$ cat config.mk
export PLATFORM = sky130hd
export DESIGN_NAME = bcd_page_sequencer_flat
export DESIGN_NICKNAME = d
export VERILOG_FILES = /design/src/rtl/bcd_page_sequencer_pkg.sv /design/src/rtl/bcd_page_sequencer_if.sv /design/src/rtl/bcd_page_sequencer_lz_blanker.sv /design/src/rtl/bcd_page_sequencer.sv /design/src/flat_wrapper.sv
export SDC_FILE = /design/constraint.sdc
export NUM_CORES = 1
export LEC_CHECK = 0
export CAP_MARGIN = 10
export CORE_MARGIN = 5
export CORE_UTILIZATION = 40
export CTS_BUF_LIST = sky130_fd_sc_hd__clkbuf_4 sky130_fd_sc_hd__clkbuf_8 sky130_fd_sc_hd__clkbuf_16
export CTS_CLUSTER_DIAMETER = 50
export CTS_CLUSTER_SIZE = 12
export DETAILED_ROUTE_END_ITERATION = 10
export GPL_ROUTABILITY_DRIVEN = 0
export PLACE_DENSITY_LB_ADDON = 0.3
export REMOVE_ABC_BUFFERS = 1
export SLEW_MARGIN = 40
export SYNTH_ARGS = -nofsm -noshare
export SYNTH_HDL_FRONTEND = slang
export SYNTH_SLANG_ARGS = --single-unit
$ cat constraint.sdc
create_clock -name clk -period 4 [get_ports clk]
set_clock_uncertainty 0.15 [all_clocks]
set_input_delay 0.6 -clock clk [delete_from_list [all_inputs] [get_ports clk]]
set_output_delay 0.6 -clock clk [all_outputs]
set_load 0.05 [all_outputs]
$ cat src/rtl/bcd_page_sequencer_pkg.sv
// Shared types and constants for the BCD page sequencer.
// Latency: n/a (types, constants and one pure function only).
// Backpressure: n/a.
package bcd_page_sequencer_pkg;

    // Value shown on a digit position that should stay dark.
    localparam logic [3:0] BLANK_DIGIT = 4'hF;

    // Active-low HEX3 marker patterns, one per display page.
    localparam logic [6:0] HEX3_PAGE_A = 7'b0111111;  // dash
    localparam logic [6:0] HEX3_PAGE_B = 7'b0001000;
    localparam logic [6:0] HEX3_PAGE_C = 7'b0000000;
    localparam logic [6:0] HEX3_PAGE_D = 7'b1000110;

    typedef enum logic [1:0] {
        PAGE_A = 2'd0,
        PAGE_B = 2'd1,
        PAGE_C = 2'd2,
        PAGE_D = 2'd3
    } page_t;

    // ST_INIT exists only between reset release and the first clock edge,
    // so that edge can issue the opening frame_start/conv_start pair.
    typedef enum logic [2:0] {
        ST_INIT    = 3'd0,
        ST_A_WAIT  = 3'd1,
        ST_A_DWELL = 3'd2,
        ST_B       = 3'd3,
        ST_C       = 3'd4,
        ST_D       = 3'd5
    } seq_state_t;

    function automatic logic [6:0] page_marker(input page_t p);
        logic [6:0] m;
        case (p)
            PAGE_A:  m = HEX3_PAGE_A;
            PAGE_B:  m = HEX3_PAGE_B;
            PAGE_C:  m = HEX3_PAGE_C;
            default: m = HEX3_PAGE_D;
        endcase
        return m;
    endfunction

endpackage

$ cat src/rtl/bcd_page_sequencer_if.sv
// Conversion handshake between the page sequencer and the binary-to-BCD converter.
// Latency: conv_done may follow conv_start by any number of cycles; bcd_in valid only with conv_done.
// Backpressure: none; the sequencer bounds the wait with its own timeout.
// Signals: conv_start (request pulse), conv_done (result pulse), bcd_in[35:0] (nine digits, [3:0] = LSD).
interface bcd_page_sequencer_if;
    logic        conv_start;
    logic        conv_done;
    logic [35:0] bcd_in;

    modport master (output conv_start, input conv_done, input bcd_in);
    modport slave  (input conv_start, output conv_done, output bcd_in);
endinterface

$ cat src/rtl/bcd_page_sequencer_lz_blanker.sv
// Replaces leading zero digits of a 9-digit BCD value with the blank code; digit 0 is never blanked.
// Latency: combinational.
// Backpressure: none.
// Ports: raw[35:0] in, blanked[35:0] out.
module lz_blanker
    import bcd_page_sequencer_pkg::*;
(
    input  logic [35:0] raw,
    output logic [35:0] blanked
);

    logic leading;

    // Walk down from the top digit; blanking stops at the first nonzero digit.
    always_comb begin
        blanked = raw;
        leading = 1'b1;
        for (int i = 8; i >= 1; i--) begin
            if (leading && (raw[i*4 +: 4] == 4'd0)) begin
                blanked[i*4 +: 4] = BLANK_DIGIT;
            end else begin
                leading = 1'b0;
            end
        end
    end

endmodule

$ cat src/rtl/bcd_page_sequencer.sv
// Frame scheduler: one BCD conversion per frame, coherent snapshot, four dwell-counted display pages.
// Latency: outputs registered; page outputs change on the edge that changes page.
// Backpressure: hold freezes rotation; page A never exits while a conversion is outstanding (bounded by timeout).
// Ports: clk, rst (async, active high), hold, conv (converter handshake, master side),
//        digits[11:0] (HEX2..HEX0, F = blank), hex3_seg[6:0], page[1:0], frame_start, conv_err (sticky).
module bcd_page_sequencer
    import bcd_page_sequencer_pkg::*;
#(
    parameter int DWELL_CYCLES   = 25_000_000,
    parameter int TIMEOUT_CYCLES = 1024,
    parameter int LZ_BLANK       = 1
) (
    input  logic                        clk,
    input  logic                        rst,
    input  logic                        hold,
    bcd_page_sequencer_if.master        conv,
    output logic [11:0]                 digits,
    output logic [6:0]                  hex3_seg,
    output logic [1:0]                  page,
    output logic                        frame_start,
    output logic                        conv_err
);

    localparam int DW = (DWELL_CYCLES > 2) ? $clog2(DWELL_CYCLES) : 1;
    localparam int TW = (TIMEOUT_CYCLES > 2) ? $clog2(TIMEOUT_CYCLES) : 1;
    localparam logic [DW-1:0] DWELL_LAST = DW'(DWELL_CYCLES - 1);
    localparam logic [TW-1:0] TMO_LAST   = TW'(TIMEOUT_CYCLES - 1);

    seq_state_t     state;
    logic [DW-1:0]  dwell_cnt;
    logic [TW-1:0]  tmo_cnt;
    logic [35:0]    snapshot;
    logic [35:0]    blanked;
    logic [35:0]    snap_next;

    lz_blanker u_lz_blanker (
        .raw     (conv.bcd_in),
        .blanked (blanked)
    );

    assign snap_next = (LZ_BLANK != 0) ? blanked : conv.bcd_in;

    always_ff @(posedge clk or posedge rst) begin
        if (rst) begin
            state           <= ST_INIT;
            page            <= PAGE_A;
            digits          <= {3{BLANK_DIGIT}};
            hex3_seg        <= HEX3_PAGE_A;
            conv.conv_start <= 1'b0;
            frame_start     <= 1'b0;
            conv_err        <= 1'b0;
            snapshot        <= '1;
            dwell_cnt       <= '0;
            tmo_cnt         <= '0;
        end else begin
            conv.conv_start <= 1'b0;
            frame_start     <= 1'b0;

            case (state)
                ST_INIT: begin
                    state           <= ST_A_WAIT;
                    conv.conv_start <= 1'b1;
                    frame_start     <= 1'b1;
                    dwell_cnt       <= '0;
                    tmo_cnt         <= '0;
                end

                ST_A_WAIT: begin
                    tmo_cnt <= tmo_cnt + 1'b1;
                    // Saturate so the dwell credit earned while waiting survives into A_DWELL.
                    if (!hold && (dwell_cnt != DWELL_LAST)) begin
                        dwell_cnt <= dwell_cnt + 1'b1;
                    end
                    // A result arriving on the timeout cycle is still taken.
                    if (conv.conv_done) begin
                        snapshot <= snap_next;
                        state    <= ST_A_DWELL;
                    end else if (tmo_cnt == TMO_LAST) begin
                        conv_err <= 1'b1;
                        state    <= ST_A_DWELL;
                    end
                end

                ST_A_DWELL, ST_B, ST_C, ST_D: begin
                    if (!hold) begin
                        if (dwell_cnt != DWELL_LAST) begin
                            dwell_cnt <= dwell_cnt + 1'b1;
                        end else begin
                            dwell_cnt <= '0;
                            case (state)
                                ST_A_DWELL: begin
                                    state    <= ST_B;
                                    page     <= PAGE_B;
                                    digits   <= snapshot[35:24];
                                    hex3_seg <= page_marker(PAGE_B);
                                end
                                ST_B: begin
                                    state    <= ST_C;
                                    page     <= PAGE_C;
                                    digits   <= snapshot[23:12];
                                    hex3_seg <= page_marker(PAGE_C);
                                end
                                ST_C: begin
                                    state    <= ST_D;
                                    page     <= PAGE_D;
                                    digits   <= snapshot[11:0];
                                    hex3_seg <= page_marker(PAGE_D);
                                end
                                default: begin
                                    // Leaving D opens the next frame.
                                    state           <= ST_A_WAIT;
                                    page            <= PAGE_A;
                                    digits          <= {3{BLANK_DIGIT}};
                                    hex3_seg        <= page_marker(PAGE_A);
                                    tmo_cnt         <= '0;
                                    conv.conv_start <= 1'b1;
                                    frame_start     <= 1'b1;
                                end
                            endcase
                        end
                    end
                end

                default: begin
                    state <= ST_INIT;
                end
            endcase
        end
    end

endmodule

$ cat src/flat_wrapper.sv
// flat-port wrapper written by rule: the top's interface ports become plain ports
module bcd_page_sequencer_flat import bcd_page_sequencer_pkg::*;
#(
    parameter int DWELL_CYCLES   = 25_000_000,
    parameter int TIMEOUT_CYCLES = 1024,
    parameter int LZ_BLANK       = 1
)
  (clk, rst, hold, digits, hex3_seg, page, frame_start, conv_err, conv_conv_start, conv_conv_done, conv_bcd_in);
  bcd_page_sequencer_if conv_i ();
  input  logic clk;
  input  logic rst;
  input  logic hold;
  output logic [11:0] digits;
  output logic [6:0] hex3_seg;
  output logic [1:0] page;
  output logic frame_start;
  output logic conv_err;
  output wire logic [$bits(conv_i.conv_start)-1:0] conv_conv_start;
  input wire logic [$bits(conv_i.conv_done)-1:0] conv_conv_done;
  input wire logic [$bits(conv_i.bcd_in)-1:0] conv_bcd_in;
  assign conv_conv_start = conv_i.conv_start;
  assign conv_i.conv_done = conv_conv_done;
  assign conv_i.bcd_in = conv_bcd_in;
  bcd_page_sequencer #(.DWELL_CYCLES(DWELL_CYCLES), .TIMEOUT_CYCLES(TIMEOUT_CYCLES), .LZ_BLANK(LZ_BLANK)) u_core (.clk(clk), .rst(rst), .hold(hold), .conv(conv_i), .digits(digits), .hex3_seg(hex3_seg), .page(page), .frame_start(frame_start), .conv_err(conv_err));
endmodule
After elaboration in Yosys (flattened, before gate mapping):

Index checks and enable logic that the tools add are counted.

* input port bits: 40
* output and inout bits: 24
* register bits after elaboration: 97
* logic and storage cells: 89

* $add $sub $neg: 2
* reduce and logical (&&, ||, !) cells: 27
* bitwise operators: 3
* multiplexer cells: 36
* equal/unequal tests: 12

Operators by type and width (number)
* 2-to-1 mux 25 bit: 3
* case mux 25 bit (3 select lines): 1
* case mux 12 bit (3 select lines): 1
* zero test 4 bit: 8
* 2-to-1 mux 4 bit: 8
* 2-to-1 mux 10 bit: 3
* case mux 10 bit (3 select lines): 1
* adder 25 x 1 -> 25 bit, second input constant: 1
* != test 25 bit, second input constant: 1
* case mux 7 bit (3 select lines): 1
* case mux 3 bit (3 select lines): 2
* 2-to-1 mux 3 bit: 4
* AND reduction 3 bit: 4
* adder 10 x 1 -> 10 bit, second input constant: 1
* equality test 10 bit, second input constant: 1
* 2-to-1 mux 1 bit: 10
* logical AND 1 bit: 8
* equality test 3 x 2 -> 1 bit, second input constant: 2
* equality test 3 bit, second input constant: 2
* != test 2 bit, second input constant: 3
* case mux 2 bit (3 select lines): 1
* AND reduction 4 bit: 1
* OR reduction 4 bit: 1
* equality test 3 x 1 -> 1 bit, second input constant: 1
* 9 further kinds: 11

Longest topological paths before layout:

* depth in word-level cells: 16
* gate-level depth with buffers: 9
* depth with buffers taken out: 6

By module:

Synthesis repeated with hierarchy kept, for this count alone.

* cells, all modules: 492
* area total of the unflattened synthesis: 5091.1 um2

Modules (own cells, without submodules)
* bcd_page_sequencer: area each 4703.3 um2, seq. area each 2416.1 um2, instances 1, cells each 439
* lz_blanker: area each 387.9 um2, seq. area each 0.0 um2, instances 1, cells each 53

Worst setup path before layout:

Ideal clock, no wire load.

* path kind: input to register
* start point: input conv_bcd_in[28]
* end point: register u_core.snapshot[7]
* setup slack: 1854 ps
* path buffers: 0
* stages: 5
* data arrival time: 1923 ps
* library setup time: 73 ps
* data required time: 3777 ps
* path through: nor4_1 -> and4_1 -> nand4_2 -> or4_1 -> a21oi_1

* longest elaborated chain between the ends: 15

Ends and longest elaborated chain
* start: declaration: RTL line flat_wrapper.sv:20 `input wire logic [$bits(conv_i.bcd_in)-1:0] conv_bcd_in;`
* zero test 4 bit *: RTL line bcd_page_sequencer_lz_blanker.sv:19 `if (leading && (raw[i*4 +: 4] == 4'd0)) begin`
* logical AND 1 bit *: RTL line bcd_page_sequencer_lz_blanker.sv:19
* 2-to-1 mux 1 bit *: RTL line bcd_page_sequencer_lz_blanker.sv:19
* logical AND 1 bit: RTL line bcd_page_sequencer_lz_blanker.sv:19
* 2-to-1 mux 1 bit *: RTL line bcd_page_sequencer_lz_blanker.sv:19
* logical AND 1 bit: RTL line bcd_page_sequencer_lz_blanker.sv:19
* 2-to-1 mux 1 bit *: RTL line bcd_page_sequencer_lz_blanker.sv:19
* logical AND 1 bit: RTL line bcd_page_sequencer_lz_blanker.sv:19
* 2-to-1 mux 1 bit *: RTL line bcd_page_sequencer_lz_blanker.sv:19
* logical AND 1 bit: RTL line bcd_page_sequencer_lz_blanker.sv:19
* 2-to-1 mux 1 bit *: RTL line bcd_page_sequencer_lz_blanker.sv:19
* logical AND 1 bit: RTL line bcd_page_sequencer_lz_blanker.sv:19
* 2-to-1 mux 1 bit *: RTL line bcd_page_sequencer_lz_blanker.sv:19
* logical AND 1 bit *: RTL line bcd_page_sequencer_lz_blanker.sv:19
* 2-to-1 mux 4 bit *: RTL line bcd_page_sequencer_lz_blanker.sv:19
* end signal: assignment: RTL line bcd_page_sequencer.sv:76 `snapshot <= snap_next;`
* end: declaration: RTL line bcd_page_sequencer.sv:32 `logic [35:0] snapshot;`

Every way passes the cells marked *; elsewhere a longest branch is shown, timed or not.
A chain may end at the register's enable or synchronous reset.

Worst setup path in the final report:

* start point: register u_core.dwell_cnt[0]
* end point: register u_core.dwell_cnt[12]

* longest elaborated chain between the ends: 4
* elaborated cells on any way between the ends: 9
* those cells by class: 1 x add/sub; 2 x eq/ne; 4 x mux; 2 x reduce/logical

Ends and longest elaborated chain
* start: declaration: RTL line bcd_page_sequencer.sv:30 `logic [DW-1:0] dwell_cnt;`
* start signal: assignment: RTL line bcd_page_sequencer.sv:72 `dwell_cnt <= dwell_cnt + 1'b1;`
* start signal: assignment: RTL line bcd_page_sequencer.sv:87 `dwell_cnt <= dwell_cnt + 1'b1;`
* adder 25 x 1 -> 25 bit / != test 25 bit (equally long branches)
* 2-to-1 mux 25 bit / logical AND 1 bit (equally long branches): RTL line bcd_page_sequencer.sv:86, bcd_page_sequencer.sv:71
* 2-to-1 mux 25 bit / != test 2 x 1 -> 1 bit (equally long branches)
* case mux 25 bit (3 select lines) / AND reduction 3 bit (equally long branches)

Several ways; a longest one is shown, not always the timed one. The select of a mux whose other input is x is not followed.

==> impl_metrics.py <==
metrics = {
    "power_and_ir_drop": {
        "switching_share_pct": 29.98,
        "peakVddDrop_mv": 0.2866,
        "clock_power_share_pct": 27.9,
        "p_seq_share_pct": 48.5,
        "leakage_uw": 0.002345,
        "internal_power_uw": 2262,
        "comb_power_share_pct": 23.6,
        "power_uw": 3230,
        "power.density_mw_per_mm2": 543.3,
        "power.net_switching_uw": 968.2,
    },
    "drt": {
        "viasPerCell": 5.737,
        "ant_nets": 0,
        "drt_first_pass_iters": 4,
        "vias": 4039,
        "drt_iter0_drc": 351,
        "drc_errors": 0,
        "routed_wl_microns": 11890,
        "route.detailed.wl_per_inst_microns": 16.89,
    },
    "clocking": {
        "clk_pin_slew_ns": 0.06,
        "cts_sinks": 94,
        "cts_hold_buf": 0,
        "cts_setup_buffers": 0,
        "cts_buffers": 9,
        "cts_tree": "built",
        "clk_path_buf_depth": 2,
        "root_buffer": "clkbuf_16",
        "htreeDepth": 3,
        "ctsResizeCount": 0,
        "clk_latency_ns": 0.35,
    },
    "timing": {
        "finalCriticalPeriod_ns": 2.785,
        "layout_worst_path_cycle_share_pct": 69.61,
        "max-slew-margin-rel_pct": 52.92,
        "setup_tns_ns": 0,
        "hold_viol_final": 0,
        "rsz0062_at_grt": "no",
        "finalSetupViolations": 0,
        "slew_violations": 0,
        "holdWs_ns": 0.3063,
        "worstMarginPinSlew_ns": 0.7062,
        "fmax_mhz": 359.1,
    },
    "run": {
        "drv_cap": 0,
    },
    "place": {
        "hpwl_microns": 8370,
        "dp.cells": 688,
        "port_buffers": 63,
    },
    "hold_path": {
        "hold_path_class": "flip-flop to flip-flop",
        "hold_path_depth": 2,
        "holdCritStartpoint": "u_core.snapshot[12]",
        "hold_path_end": "u_core.snapshot[12]",
    },
    "die": {
        "die_y_microns": 120.8,
        "num_rows": 40,
        "initial_core_util_pct": 40.89,
        "core_sq_mm": 0.01201,
        "dieArea_sq_mm": 0.01459,
        "ios": 64,
        "die_w_microns": 120.8,
    },
    "logic_synthesis": {
        "seq_area_frac_synth_pct": 49.20,
        "ys.flop_type": "dfstp_2",
        "synth.top_cell.area_share_pct": 27.29,
        "yosysMostFrequentCell": "nand2_1",
        "synth_area_leader_cell": "dfstp_2",
        "synth_commonest_cells": "77 x nand2_1, 51 x dfstp_2, 43 x dfrtp_1",
        "synth_area_leaders": "dfstp_2 27%, dfrtp_1 22%, nand2_1 5.9%",
        "synth_cell_types": 59,
        "yosys_warnings": 0,
        "syn-instance-count": 502,
        "synth.avg_cell_area_sq_um": 9.783,
        "ys_seq_elements": 94,
        "synth_edf_count": 0,
        "async_reset_ff_share_pct": 100.0,
        "syn_area_sq_mm": 0.004911,
    },
    "critical_path": {
        "crit_path_top_delay_cell": "a21o_1",
        "critical_path.startpoint": "u_core.dwell_cnt[0]",
        "critPathLaunchType": "flip-flop",
        "max_stage_delay_ns": 0.63,
        "required_ns": 4.05,
        "r2r_end": "u_core.dwell_cnt[12]",
        "crit_path_end_kind": "flip-flop",
        "crit_arrival_ns": 2.83,
        "rr_worst_depth": 6,
        "crit_type": "flip-flop to flip-flop",
        "r2r-start": "u_core.dwell_cnt[0]",
        "r2r_slack_ns": 1.22,
        "path_cells": "ha_1, nand4_1, or4_1, nor3_2, a21o_1, o21ai_0",
        "critPathMaxFanout": 22,
    },
    "global_routing": {
        "first_global_vias": 3922,
        "grt_first_pass_wirelength_microns": 19860,
        "antenna_found_initial": 0,
        "gr-total-overflow": 0,
        "track_usage_pct": 16.97,
        "grt_max_degree": 54,
    },
    "layout": {
        "utilization_pct": 49.50,
        "finalNonFillerCells": 704,
        "drive_gt1_share_pct": 20.11,
        "area_growth_pct": 21.07,
        "final_nets": 594,
        "diodes": 0,
    },
    "run_status": {
        "status": "complete, no violations",
    },
}
sequential cells by signal (all words and copies together), names as in the netlist:
register and flops:
u_core.tmo_cnt 10, u_core.dwell_cnt 25, u_core.frame_start 1, u_core.digits 12
u_core.snapshot 36, u_core.page 2, u_core.state 3, u_core.hex3_seg 4
u_core.conv_err 1
per-stage QoR:
step	setup WS (ns)	instance area, sq um
after CTS	1.202	5944
after detailed placement	0.9512	5627
after global placement	0.9922	5622
after floorplan	0.8857	4738
final	1.215	5946
after global routing	0.9549	5946
kinds of logic (layout without fill, tap and decap cells):
kind of cell	count (synthesis)	after routing	synth area share, %
AO/OA/AOI/OAI	132	132	17.99
adder cells (fa/ha/maj)	2	2	0.5095
AND/OR/NAND/NOR	205	205	22.70
multiplexers	15	15	3.363
XOR/XNOR	11	11	1.962
buffers and inverters	43	98	4.280
flip-flops	94	94	49.20
layout make-up:
type	instances	area, sq um
Sequential cell	94	2419
Multi-Input combinational cell	365	2285
Clock buffer	15	311.5
Clock inverter	1	6.256
Timing Repair Buffer	72	698.2
Tap cell	147	183.9
Inverter	10	42.54
Fill cell	1080	6066
metal layers:
layer | vias to the layer above | track usage, % | routed length (microns)
met5 | - | 0 | 0
met2 | 96 | 26.34 | 5556
met1 | 1965 | 23.28 | 5631
li1 | 1962 | - | -
met4 | 0 | 7.436 | 229
met3 | 16 | 2.993 | 474
power groups by stage:
stage | clock [uW] | combinational, uW | sequential (uW)
2_1_floorplan | 0 | 570 | 1510
3_3_place_gp | 0 | 737 | 1570
3_5_place_dp | 0 | 756 | 1580
4_1_cts | 923 | 764 | 1560
5_1_grt | 963 | 851 | 1600
6_report | 901 | 761 | 1570
worst max-delay path by stage:
stage	to	slack (ns)
finish	u_core.dwell_cnt[12]	1.22
global route	u_core.dwell_cnt[12]	0.95
CTS	u_core.dwell_cnt[12]	1.20
detailed placement	u_core.snapshot[7]	0.95
global placement	u_core.snapshot[7]	0.99
floorplan	u_core.conv_err	0.89
cells in the final DEF, fill, tap and decap left out, types with 8 or more instances in the layout:
cell / synthesis / routed
a21oi_1: 24 / 24
and3_1: 8 / 8
buf_4: 7 / 9
clkbuf_16: 0 / 11
clkdlybuf4s50_1: 0 / 63
dfrtp_1: 43 / 41
dfstp_2: 51 / 51
inv_1: 9 / 8
mux2_2: 12 / 12
nand2_1: 77 / 77
nand3_1: 15 / 15
nand4_1: 14 / 14
nor2_1: 28 / 28
o21ai_0: 27 / 27
o22a_1: 20 / 20
o22ai_1: 13 / 13
o31ai_1: 12 / 12
or3_1: 8 / 8
or4_1: 10 / 10
xor2_1: 10 / 10
worst max-delay path, delay by kind of cell (launching register included):
family	cells	cell delay [ns]
AOI/OAI and AO/OA	2	0.81
adders and majority gates	1	0.24
DFF	1	0.39
and+or+nand+nor	3	1.04
Note: power is estimated with default switching activity, not from simulation.
